### src/rtl/hw_timer.sv
// hw_timer: memory-mapped countdown timer raising IRQ as a held level (one-shot) or 1-cycle pulse (auto-reload).
// Optional count prescaler is built in when TIMER_PRESCALE_EN is defined.
module hw_timer #(
  parameter int BASE_WORDS   = 3,
  parameter int PRESCALE_DIV = 4
) (
  input  logic        clk,
  input  logic        reset,
  input  logic [1:0]  Addr,
  input  logic        WE,
  input  logic [31:0] Din,
  output logic [31:0] Dout,
  output logic        IRQ
);

  // state | meaning
  // IDLE  | stopped, waiting for Enable
  // LOAD  | copy PRESET into COUNT
  // CNT   | counting down
  // INT   | expired; one-shot drops Enable, auto-reload drops the flag and restarts
  typedef enum logic [1:0] {IDLE, LOAD, CNT, INT} state_t;

  if (PRESCALE_DIV < 1) begin : g_div_check
    $error("hw_timer: PRESCALE_DIV must be >= 1");
  end

  state_t      state;
  logic        enable;
  logic [1:0]  mode;
  logic        im;
  logic [31:0] preset;
  logic [31:0] count;
  logic        irq_flag;
  logic        addr_hit;
  logic        ctrl_wr;
  logic        preset_wr;
  logic        auto_reload;
  logic        tick;
  logic        unused_din_hi;

  assign addr_hit      = 32'(Addr) < BASE_WORDS;
  assign ctrl_wr       = WE && addr_hit && (Addr == 2'd0);
  assign preset_wr     = WE && addr_hit && (Addr == 2'd1);
  assign auto_reload   = (mode == 2'b01);
  assign unused_din_hi = ^Din[31:4];

`ifdef TIMER_PRESCALE_EN
  localparam int PW = (PRESCALE_DIV > 1) ? $clog2(PRESCALE_DIV) : 1;
  localparam logic [PW-1:0] PS_LAST = PW'(PRESCALE_DIV - 1);

  logic [PW-1:0] prescaler;

  assign tick = (prescaler == PS_LAST);

  always_ff @(posedge clk) begin
    if (reset) begin
      prescaler <= '0;
    end else if (state == LOAD) begin
      prescaler <= '0;
    end else if (state == CNT && enable) begin
      prescaler <= tick ? '0 : prescaler + 1'b1;
    end
  end
`else
  assign tick = 1'b1;
`endif

  always_ff @(posedge clk) begin
    if (reset) begin
      state    <= IDLE;
      enable   <= 1'b0;
      mode     <= 2'b00;
      im       <= 1'b0;
      preset   <= '0;
      count    <= '0;
      irq_flag <= 1'b0;
    end else begin
      case (state)
        IDLE: begin
          if (enable) begin
            state    <= LOAD;
            irq_flag <= 1'b0;
          end
        end
        LOAD: begin
          count <= preset;
          state <= CNT;
        end
        CNT: begin
          if (!enable) begin
            state <= IDLE;
          end else if (tick) begin
            // COUNT of 0 or 1 both expire, so PRESET=0 behaves as PRESET=1
            if (count > 32'd1) begin
              count <= count - 32'd1;
            end else begin
              count    <= '0;
              irq_flag <= 1'b1;
              state    <= INT;
            end
          end
        end
        INT: begin
          state <= IDLE;
          if (auto_reload) irq_flag <= 1'b0;
          else             enable   <= 1'b0;
        end
        default: state <= IDLE;
      endcase

      // bus writes come last so they win over same-edge FSM updates
      if (preset_wr) preset <= Din;
      if (ctrl_wr) begin
        enable   <= Din[0];
        mode     <= Din[2:1];
        im       <= Din[3];
        irq_flag <= 1'b0;
        if (!Din[0]) state <= IDLE;
      end
    end
  end

  always_comb begin
    Dout = '0;
    if (addr_hit) begin
      case (Addr)
        2'd0:    Dout = {28'b0, im, mode, enable};
        2'd1:    Dout = preset;
        2'd2:    Dout = count;
        default: Dout = '0;
      endcase
    end
  end

  assign IRQ = irq_flag & im;

endmodule

### config.mk
export PLATFORM = sky130hd
export DESIGN_NAME = hw_timer
export DESIGN_NICKNAME = d
export VERILOG_FILES = /design/src/rtl/hw_timer.sv
export SDC_FILE = /design/constraint.sdc
export NUM_CORES = 1
export LEC_CHECK = 0
export CORE_UTILIZATION = 45
export DETAILED_ROUTE_END_ITERATION = 12
export GPL_ROUTABILITY_DRIVEN = 0
export GPL_TIMING_DRIVEN = 1
export PLACE_DENSITY = 0.71
export SLEW_MARGIN = 25
export SYNTH_ARGS = -nofsm -noshare
export SYNTH_HDL_FRONTEND = slang
export SYNTH_SLANG_ARGS = --single-unit
### constraint.sdc
create_clock -name clk -period 7.7 [get_ports clk]
set_input_delay 0.77 -clock clk [delete_from_list [all_inputs] [get_ports clk]]
set_output_delay 0.77 -clock clk [all_outputs]
set_load 0.05 [all_outputs]
==> run summary <==
Slew Limit Fails -> 0
CP Capture Type -> primary output
combinational share of power -> 0.284
cells after synthesis -> 544
vias in the first global route -> 3997
die footprint -> 9535 sq um
most frequent cell after synthesis -> nand2_1
ys async rst share -> 0
Residual DRC -> 12
clock buffer depth -> 2
initial antenna violation count -> 0
FMAX -> 234.0 MHz
HP Class -> reg2reg
Post-Syn Area -> 4116 sq um
violated checks -> DRC
Synth Net Count -> 588
Post-CTS Setup Repair Bufs -> 0
Max VDD drop -> 0.1203 mV
vias after detailed routing -> 4310
worst setup margin -> 3427 ps
vias per cell -> 6.184
Post-synth top cells -> 86 x nand2_1, 71 x dfxtp_1, 53 x a21oi_1, 45 x o21ai_0, 41 x clkbuf_1
CTS Hold Bufs -> 0
later-pin clock latency in the skew report -> 360 ps
clock sinks -> 71
Post-CTS Resized -> 0
pre-CTS WS -> 3443 ps
Main synth FF type -> dfxtp_1
fin crit period -> 4273 ps
Ant. Diodes -> 0
clock share of power -> 0.347
Seq pwr share -> 0.369
fin crit share -> 0.5549
CTS H-Tree Depth -> 3
CTS tree -> built
post-synth top area cell -> dfxtp_1
Worst Path Required -> 6930 ps
Post-synth EDFFs -> 0
RSZ-0062 raised after global routing -> no
Area Overhead vs Synth -> 22.86%
crit path launch type -> input port
DP Area -> 4800 sq um
drt total wl -> 12160 microns
Syn Area/Cell -> 7.567 sq um
sequential fraction of the synthesis area -> 0.3453
row cnt -> 34
slew margin rel. -> 0.3692
Final ANT Viol Nets -> 0
Crit Path Max Fanout -> 17
Hold Path Depth -> 2
Worst Setup Path Type -> in2out
final setup violation count -> 0
fin nets -> 628
flop and latch count out of synthesis -> 71
CTS Root Buffer Type -> clkbuf_8
Tot GR Track Use -> 0.2595
Sum Neg Setup Slack -> 0 ps
fin area -> 5057 sq um
YS warnings -> 0
worst-case clock skew -> 16.01 ps
first-pass GRT wire length -> 20030 microns
DR iter-0 viols -> 275
CTS Buf Count -> 9
I/O pin count -> 70
DRT Pass-1 Iters -> 9
Core Area -> 8806 sq um
crit path DAT -> 3500 ps
Die Span Y -> 97.65 microns
Sw Share -> 0.3411
largest net degree at the start of global routing -> 65
synth unique cells -> 51
Pint -> 728.0 uW
Pwr Density -> 218.5 nW/um^2
Routed wire per std cell -> 17.45 microns
status -> finished, violations left
final core utilization -> 0.5743
post-DP HPWL -> 8037 microns
Final Hold Fails -> 0
Worst-path clk slew -> 90 ps
Worst Max-Slew Pin Slew -> 944.2 ps
die width -> 97.65 microns
Starting Density -> 0.4675
largest cells by area after synthesis -> dfxtp_1 35%, nand2_1 7.8%, a21oi_1 6.4%
R2R cell count -> 7
# port buffers -> 69
max-cap violation count -> 0
Sw Pwr -> 376.9 uW
layout cell share with drive strength beyond 1 -> 0.06282
Yosys top cell area share -> 0.3453
Leak -> 0.001798 uW
Overflow after GRT -> 0
cells by family after synthesis:
logic type      count (synthesis)  share of synthesized area
simple gates                  203                     0.2462
buf+inv                        62                    0.06079
fa+ha+maj                       7                    0.02128
flops                          71                     0.3453
compound gates                194                     0.3091
mux                             7                    0.01733
through the flow:
stage,hold WS (ps),cells,total power [uW]
2_1_floorplan,435.7,544,640.0
5_1_grt,490.8,697,1156
4_1_cts,469.8,697,1100
6_report,470.2,697,1105
3_5_place_dp,458.0,681,721.6
3_3_place_gp,452.1,681,713.4
worst max-delay path, stage by stage:
cell	delay (ps)
clkdlybuf4s50_1	680
nor2b_2	690
buf_4	360
a22o_1	180
clkdlybuf4s50_1	810
flip-flops by register name, indices dropped and copies added, names as in the netlist:
signal    cells
state         2
count        32
enable        1
im            1
preset       32
irq_flag      1
mode          2
area by class of cell:
cell class | count | area, sq um
Inverter | 16 | 60.06
Fill cell | 840 | 3749
Sequential cell | 71 | 1421
Multi-Input combinational cell | 411 | 2455
Timing Repair Buffer | 75 | 730.7
Clock inverter | 5 | 103.9
Clock buffer | 11 | 151.4
Tap cell | 108 | 135.1
worst paths after layout:
path	endpoint	startpoint	slack [ps]
min reg2reg	irq_flag	irq_flag	470
max	Dout[13]	Addr[0]	3430
max reg2reg	count[29]	state[0]	4710
min	irq_flag	irq_flag	470
cell usage in the layout (no fill, tap or decap), types with 3 or more instances in the layout:
cell	count
bufinv_16	3
nor4_1	11
a21oi_1	53
a221oi_1	3
a21o_1	3
a22o_1	29
ha_1	7
nor4b_1	3
a31oi_1	6
nand3_1	13
a311oi_1	4
clkdlybuf4s50_1	68
nand4_1	4
or4_4	3
inv_1	16
a211o_1	3
o21ai_0	45
o31ai_1	5
mux2i_1	6
or2_2	3
o211ai_1	4
dfxtp_1	71
a211oi_1	16
nand2_1	85
nand4b_1	3
buf_4	6
nor2_1	33
o31a_1	5
and2_1	6
and4_1	4
nand2b_1	3
or3_1	9
clkbuf_8	11
a2111oi_0	5
a22oi_1	3
nor3_1	7
o41ai_1	3
per-layer routing:
| layer | vias up | wire length (microns) | track usage | part of all wire |
|---|---|---|---|---|
| met5 | - | 0 | 0 | 0 |
| li1 | 2085 | - | - | - |
| met1 | 2072 | 5514 | 0.3442 | 0.45 |
| met2 | 133 | 5766 | 0.4173 | 0.47 |
| met4 | 0 | 177 | 0.09557 | 0.015 |
| met3 | 20 | 705 | 0.04964 | 0.058 |
power by group through the flow:
stage          Sequential [uW]  Combinational (uW)  Clock (uW)
6_report                   408                 314         383
5_1_grt                    411                 345         400
4_1_cts                    407                 309         384
3_5_place_dp               416                 306           0
3_3_place_gp               416                 298           0
2_1_floorplan              407                 233           0
No activity file was read; power rests on OpenSTA's default activity.
